===== src/rtl/demux_sched_pkg.sv =====
// demux_scheduler shared types and constants.
// Transaction bundle captured at handshake; one-hot strobe helper.
package demux_sched_pkg;

  localparam int NUM_DEST = 4;
  localparam int SEL_W    = 2;
  localparam int CNT_W    = 8;
  localparam int HC_W     = 4;

  typedef enum logic [1:0] {
    IDLE,
    SETUP,
    PULSE,
    HOLD
  } state_t;

  typedef struct packed {
    logic [SEL_W-1:0] sel;
    logic             data;
  } xfer_t;

  function automatic logic [NUM_DEST-1:0] onehot(
    input logic [SEL_W-1:0] s
  );
    onehot    = '0;
    onehot[s] = 1'b1;
  endfunction

endpackage


===== src/rtl/demux_scheduler_rr_pick.sv =====
// Combinational round-robin picker.
// Searches ptr+1, ptr+2, ptr+3, ptr for the first requester.
module rr_pick
  import demux_sched_pkg::*;
(
  input  logic [NUM_DEST-1:0] req,
  input  logic [SEL_W-1:0]    ptr,
  output logic [SEL_W-1:0]    grant_idx,
  output logic                any
);

  logic [SEL_W-1:0] idx;

  // Walk from lowest to highest priority so the last hit wins.
  always_comb begin
    grant_idx = ptr;
    idx       = '0;
    any       = |req;
    for (int k = NUM_DEST; k >= 1; k--) begin
      idx = ptr + SEL_W'(k);
      if (req[idx]) grant_idx = idx;
    end
  end

endmodule


===== src/rtl/demux_scheduler.sv =====
// Setup/strobe/hold sequencer for the 1-to-4 demux and latch bank.
// Define DEMUX_SCHED_STATS_EN to add per-destination delivery counters.
module demux_scheduler
  import demux_sched_pkg::*;
#(
  parameter int HOLD_CYCLES = 1
) (
  input  logic                clk,
  input  logic                reset,
  input  logic                in_valid,
  input  logic                in_data,
  output logic                in_ready,
  input  logic                mode,
  input  logic [SEL_W-1:0]    fixed_sel,
  input  logic [NUM_DEST-1:0] dest_ready,
  output logic [SEL_W-1:0]    Sel,
  output logic                demux_in,
  output logic [NUM_DEST-1:0] strobe,
  output logic                busy
`ifdef DEMUX_SCHED_STATS_EN
  ,output logic [NUM_DEST*CNT_W-1:0] deliv_cnt
`endif
);

  state_t              state_q, state_d;
  xfer_t               xfer_q, xfer_d;
  logic [HC_W-1:0]     cnt_q, cnt_d;
  logic [SEL_W-1:0]    ptr_q, ptr_d;
  logic [NUM_DEST-1:0] strobe_q, strobe_d;
  logic                busy_q;
  logic                done;

  logic [SEL_W-1:0]    rr_idx;
  logic                rr_any;
  logic [SEL_W-1:0]    pick_idx;
  logic                eligible;

  rr_pick u_pick (
    .req       (dest_ready),
    .ptr       (ptr_q),
    .grant_idx (rr_idx),
    .any       (rr_any)
  );

  assign eligible = mode ? dest_ready[fixed_sel] : rr_any;
  assign pick_idx = mode ? fixed_sel : rr_idx;
  assign in_ready = !reset && (state_q == IDLE) && eligible;

  assign Sel      = xfer_q.sel;
  assign demux_in = xfer_q.data;
  assign strobe   = strobe_q;
  assign busy     = busy_q;

  always_ff @(posedge clk or posedge reset) begin
    if (reset) begin
      state_q  <= IDLE;
      xfer_q   <= '0;
      cnt_q    <= '0;
      ptr_q    <= SEL_W'(NUM_DEST - 1);
      strobe_q <= '0;
      busy_q   <= 1'b0;
    end else begin
      state_q  <= state_d;
      xfer_q   <= xfer_d;
      cnt_q    <= cnt_d;
      ptr_q    <= ptr_d;
      strobe_q <= strobe_d;
      busy_q   <= (state_d != IDLE);
    end
  end

  always_comb begin
    state_d = state_q;
    xfer_d  = xfer_q;
    cnt_d   = cnt_q;
    ptr_d   = ptr_q;
    done    = 1'b0;
    unique case (state_q)
      IDLE: begin
        if (in_valid && in_ready) begin
          xfer_d.sel  = pick_idx;
          xfer_d.data = in_data;
          state_d     = SETUP;
        end
      end
      SETUP: begin
        cnt_d   = HC_W'(HOLD_CYCLES);
        state_d = PULSE;
      end
      PULSE: begin
        if (cnt_q <= HC_W'(1)) state_d = HOLD;
        else cnt_d = cnt_q - HC_W'(1);
      end
      HOLD: begin
        ptr_d   = xfer_q.sel;
        done    = 1'b1;
        state_d = IDLE;
      end
      default: state_d = IDLE;
    endcase
    strobe_d = (state_d == PULSE) ? onehot(xfer_q.sel) : '0;
  end

`ifdef DEMUX_SCHED_STATS_EN
  logic [CNT_W-1:0] dcnt_q [NUM_DEST];

  always_ff @(posedge clk or posedge reset) begin
    if (reset) begin
      for (int i = 0; i < NUM_DEST; i++) dcnt_q[i] <= '0;
    end else if (done) begin
      dcnt_q[xfer_q.sel] <= dcnt_q[xfer_q.sel] + CNT_W'(1);
    end
  end

  for (genvar g = 0; g < NUM_DEST; g++) begin : g_cnt
    assign deliv_cnt[g*CNT_W +: CNT_W] = dcnt_q[g];
  end
`endif

endmodule


===== config.mk =====
export PLATFORM = sky130hd
export DESIGN_NAME = demux_scheduler
export DESIGN_NICKNAME = d
export VERILOG_FILES = /design/src/rtl/demux_sched_pkg.sv /design/src/rtl/demux_scheduler_rr_pick.sv /design/src/rtl/demux_scheduler.sv
export SDC_FILE = /design/constraint.sdc
export NUM_CORES = 1
export LEC_CHECK = 0
export CAP_MARGIN = 30
export CORE_ASPECT_RATIO = 1.25
export CORE_MARGIN = 4
export CORE_UTILIZATION = 35
export DETAILED_ROUTE_END_ITERATION = 7
export GPL_ROUTABILITY_DRIVEN = 0
export GPL_TIMING_DRIVEN = 0
export PLACE_DENSITY = 0.69
export SKIP_LAST_GASP = 1
export SLEW_MARGIN = 40
export SYNTH_ARGS = -nofsm -noshare
export SYNTH_HDL_FRONTEND = slang
export SYNTH_HIERARCHICAL = 1
export SYNTH_SLANG_ARGS = --single-unit
export TNS_END_PERCENT = 20

===== constraint.sdc =====
create_clock -name clk -period 1.6 [get_ports clk]
set_clock_uncertainty 0.1 [all_clocks]
set_input_delay 0.32 -clock clk [delete_from_list [all_inputs] [get_ports clk]]
set_output_delay 0.32 -clock clk [all_outputs]
set_load 0.05 [all_outputs]

; Word level (Yosys, flattened, before mapping)
; Index checks and enable logic that the tools add are counted.
[classes]
addsub = 4
multipliers = 0
div_mod_pow = 0
order_cmp = 7
eq_ne = 5
shift = 0
n_mux = 21
bitwise_logic = 0
reduce_logical = 11
[ops]
columns = cell, count
row1 = $lt 2x3->1 const B, 5
row2 = $mux 2, 6
row3 = $bmux 1 s2, 4
row4 = $mux 4, 2
row5 = $pmux 2 s4, 1
row6 = $pmux 4 s2, 1
row7 = $eq 2x2->1 const B, 3
row8 = $mux 1, 6
row9 = $add 2x2->2 const B, 2
row10 = $le 4x1->1 const B, 1
row11 = $logic_and 1x1->1, 4
row12 = $reduce_and 2->1, 2
row13 = $reduce_bool 2->1, 2
row14 = $reduce_or 4->1, 1
row15 = $sub 4x1->4 const B, 1
row16 = $add 2x1->2 const B, 1
row17 = $demux 1 s2, 1
row18 = $eq 2x1->1 const B, 1
row19 = $ge 2x1->1 const B, 1
row20 = $logic_not 2->1, 1
row21 = $ne 2x2->1 const B, 1
row22 = $logic_not 1->1, 1
[totals]
regBits = 16
latchBits = 0
mem_bits_rw = 0
romBits = 0
inputBits = 11
word_cells = 55
mem_count = 0

; Logic depth before layout (Yosys ltp)
[logic_depth]
word_depth = 9
mapped_depth = 6

; Modules after synthesis
; The synthesis kept the hierarchy.
[modules_own_cells]
columns = module, instances, cells_each, area_per_inst_um2, seq_area_each_um2
row1 = demux_scheduler, 1, 76, 864.6, 402.9
row2 = rr_pick, 1, 14, 72.6, 0.0

; Worst setup path after synthesis
; No wires, ideal clock.
[synth_timing]
kind = reg2out
start = register state_q[0]
end = output port in_ready
t_arrival_ns = 2.330
required_ns = 1.180
setup_slack_ns = -1.150
path_stages_with_launch = 4
path_buffers = 0
path_cell_list = dfrtp_1 inv_1 ha_1 nor4b_1
[synth_between]
elab_chain_cells = 3
[synth_lines]
columns = item, line
row1 = start: declaration, demux_scheduler.sv:25  ; state_t state_q, state_d;
row2 = start signal: assignment, demux_scheduler.sv:63  ; state_q <= state_d;
row3 = $logic_not 2->1, demux_scheduler.sv:47  ; assign in_ready = !reset && (state_q == IDLE) && eligible;
row4 = $logic_and 1x1->1 (2 in a row), demux_scheduler.sv:47
row5 = end: declaration, demux_scheduler.sv:12  ; output logic in_ready,
; Every way passes these cells.

; Worst setup path after layout
[layout_timing]
start = register strobe_q[0], in the netlist strobe[0]
end = output port strobe[0]
[layout_rtl]
columns = item, line
row1 = start: declaration, demux_scheduler.sv:29  ; logic [NUM_DEST-1:0] strobe_q, strobe_d;
row2 = start signal: assignment, demux_scheduler.sv:67  ; strobe_q <= strobe_d;
row3 = end: declaration, demux_scheduler.sv:18  ; output logic [NUM_DEST-1:0] strobe,
; No word-level cell between the ends.

==> flow_metrics.env <==
export IMPL_outcome="finished, violations left"
export IMPL_violations="negative setup slack"
export IMPL_maxCapViolations=0
export IMPL_drv_slew=0
export IMPL_track_usage_pct=13.2
export IMPL_finalHoldViolations=0
export IMPL_hold_depth=3
export IMPL_postSynthAreaPerCell_um2=10.4
export IMPL_hp_start="fixed_sel[0]"
export IMPL_antenna_found_initial=0
export IMPL_drtPass1Iterations=4
export IMPL_grt_pass1_vias=793
export IMPL_layout_commonest_cell="dfrtp_1"
export IMPL_critical_path_required_ns=1.18
export IMPL_synthCells=90
export IMPL_fin_crit_ns=1.83
export IMPL_final_nets=140
export IMPL_synth_cell_types=31
export IMPL_fin_setup_tns_ns=-0.646
export IMPL_synthDominantCellAreaShare_pct=37.4
export IMPL_vias=792
export IMPL_timing_critical_path_arrival_ns=1.41
export IMPL_crit_type="register to output pin"
export IMPL_synthToLayoutAreaGrowth_pct=39.7
export IMPL_dpl_worst_slack_ns=-1.12
export IMPL_hpwl_mm=1.49
export IMPL_cts_tree="yes"
export IMPL_drt_antenna_violating_nets=0
export IMPL_crit_slowest_cell="clkdlybuf4s50_1"
export IMPL_layout_common_cells="dfrtp_1, nor2_1, nand2_1, buf_4"
export IMPL_core_area_um2=2500
export IMPL_clock_latency_ns=0.29
export IMPL_ys_seq_area_share_pct=43.0
export IMPL_clkTransAtPathRegs_ns=0.09
export IMPL_drt_total_wl_mm=2.04
export IMPL_cpPeakStageDelay_ns=0.79
export IMPL_fin_crit_sh_pct=114
export IMPL_p_leak_nw=0.633
export IMPL_setup_viol_count_final=8
export IMPL_routed_via_density=5.14
export IMPL_worst_path_buf_inv=1
export IMPL_vdd_ir_drop_max_v=0.000892
export IMPL_io_pins=20
export IMPL_synthTopCellsByArea="dfrtp_1, ha_1, dfstp_2"
export IMPL_slew_limit_headroom_pct=66.2
export IMPL_fin_ws_ns=-0.227
export IMPL_synth_warnings=6
export IMPL_r2r_setup_slack_ns=-0.07
export IMPL_clock_sinks=16
export IMPL_max_freq_ghz=0.547
export IMPL_crit_chain="clkdlybuf4s50_1"
export IMPL_power_density_nw_per_um2=1890
export IMPL_clockBufferDepth=2
export IMPL_numPortBuffers=19
export IMPL_cp_top_family="buffers and inverters"
export IMPL_drive_gt1_share_pct=31.4
export IMPL_synth_cell_area_um2=937
export IMPL_fin_util_pct=52.3
export IMPL_drt_initial_drc_count=19
export IMPL_rsz0062_at_grt="true"
export IMPL_rows=20
export IMPL_die_y_um=65.9
export IMPL_dieArea_um2=3570
export IMPL_cts_buffers=3
export IMPL_start_util_pct=37.5
export IMPL_synth_top_area_cell="dfrtp_1"
export IMPL_diodes=0
export IMPL_r2r_start="state_q[1]$_DFF_PP0_"
export IMPL_cts_root_buf="clkbuf_4"
export IMPL_n_fill_cell=231
export IMPL_htree_levels=1
export IMPL_hold_path_class="primary input to register"
export IMPL_fp_dieW_um=54.3
export IMPL_drc=0
export IMPL_start_kind="register"
export IMPL_worstHoldEndpoint="Sel[0]$_DFFE_PP0P_"
export IMPL_final_area_um2=1310
export IMPL_ys_ff_latch=16
export IMPL_grt_pass1_wl_mm=3.39
export IMPL_overflow=0
export IMPL_syn_nets=108
export IMPL_finalPower_w=0.00247
export IMPL_grt_max_degree=17
export IMPL_cts_hold_buf=0
export IMPL_wl_per_cell_um=13.3
export IMPL_critPathCaptureType="output pin"
export IMPL_crit_fanout=1
export IMPL_worstMarginPinSlew_ns=0.506
export IMPL_r2r_cells=6
export IMPL_post_dp_cell_area_um2=1190
export IMPL_r2r_end="demux_in$_DFFE_PP0P_"
## flip-flops by register name, summed over array words and instances, names as in the netlist
| register | count |
|---|---|
| strobe | 4 |
| demux_in | 1 |
| Sel | 2 |
| busy | 1 |
| state_q | 2 |
| ptr_q | 2 |
| cnt_q | 4 |
## synthesized netlist by cell type
cell	number
ha_1	7
nand2b_1	1
mux2_4	2
and2_1	1
xor2_1	2
o311ai_0	1
o211ai_1	1
o211ai_4	1
a21o_1	2
mux2i_1	2
nand3_1	1
or2b_1	1
a32oi_1	1
o22ai_4	1
a31oi_1	1
nor3_1	2
nor2_1	10
nand2_1	8
a21oi_1	6
o31ai_1	2
o21ai_0	4
or2_4	1
nor4b_1	1
nor2b_1	1
dfrtp_1	14
dfstp_2	2
a211oi_2	1
inv_1	7
o2111ai_1	1
mux2_2	4
nand3b_1	1
## worst max path at each step
| stage | from | endpoint | slack (ns) | depth (start not counted) |
|---|---|---|---|---|
| after floorplan | fixed_sel[0] | in_ready | -0.09 | 3 |
| after global placement | fixed_sel[0] | in_ready | -1.08 | 5 |
| after detailed placement | fixed_sel[0] | in_ready | -1.12 | 5 |
| after CTS | strobe[2]$_DFF_PP0_ | strobe[2] | -0.25 | 1 |
| after global routing | strobe[0]$_DFF_PP0_ | strobe[0] | -0.28 | 1 |
| final | strobe[0]$_DFF_PP0_ | strobe[0] | -0.23 | 1 |
## kinds of logic (layout without fill, tap and decap cells)
family / after synthesis / count (layout) / synth area share [%]
AOI/OAI and AO/OA: 22 / 22 / 18.6
xor gates and xnor gates: 2 / 2 / 1.87
adders and majority gates: 7 / 7 / 9.35
buffers and inverters: 7 / 38 / 2.80
DFF: 16 / 16 / 43.0
muxes: 8 / 8 / 10.1
and+or+nand+nor: 28 / 28 / 14.3
## where the power goes
part	internal, W	leakage (nW)	switching (W)	total (W)
Clock	0.000139	0.0210	0.000126	0.000265
Sequential	0.000594	0.198	0.000164	0.000758
Combinational	0.000623	0.414	0.000824	0.00145
Total	0.00136	0.633	0.00111	0.00247
## area by class of cell
| class | count | area [um2] | share of cell area, % |
|---|---|---|---|
| Multi-Input combinational cell | 67 | 566 | 43.2 |
| Sequential cell | 16 | 403 | 30.8 |
| Timing Repair Buffer | 27 | 233 | 17.8 |
| Tap cell | 33 | 41.3 | 3.15 |
| Clock buffer | 4 | 36.3 | 2.77 |
| Inverter | 7 | 30.0 | 2.29 |
## routing by layer
metal / track usage, % / share of wire, %
met5: 0 / 0
met4: 9.03 / 2.1
met3: 2.93 / 5.6
met2: 21.1 / 54
met1: 15.0 / 39
## timing repair
action | in CTS | in global routing
resized for setup | 32 | 15
buffers inserted | 5 | 3
pin swaps | 2 | 1
setup endpoints to repair | 19 | 20
## through the flow
step	hold slack, ns	std cells
after global routing	0.359	154
final	0.305	154
after floorplan	0.0507	90
after detailed placement	0.398	142
after global placement	0.399	142
after CTS	0.419	151
No activity file was read; power rests on OpenSTA's default activity.
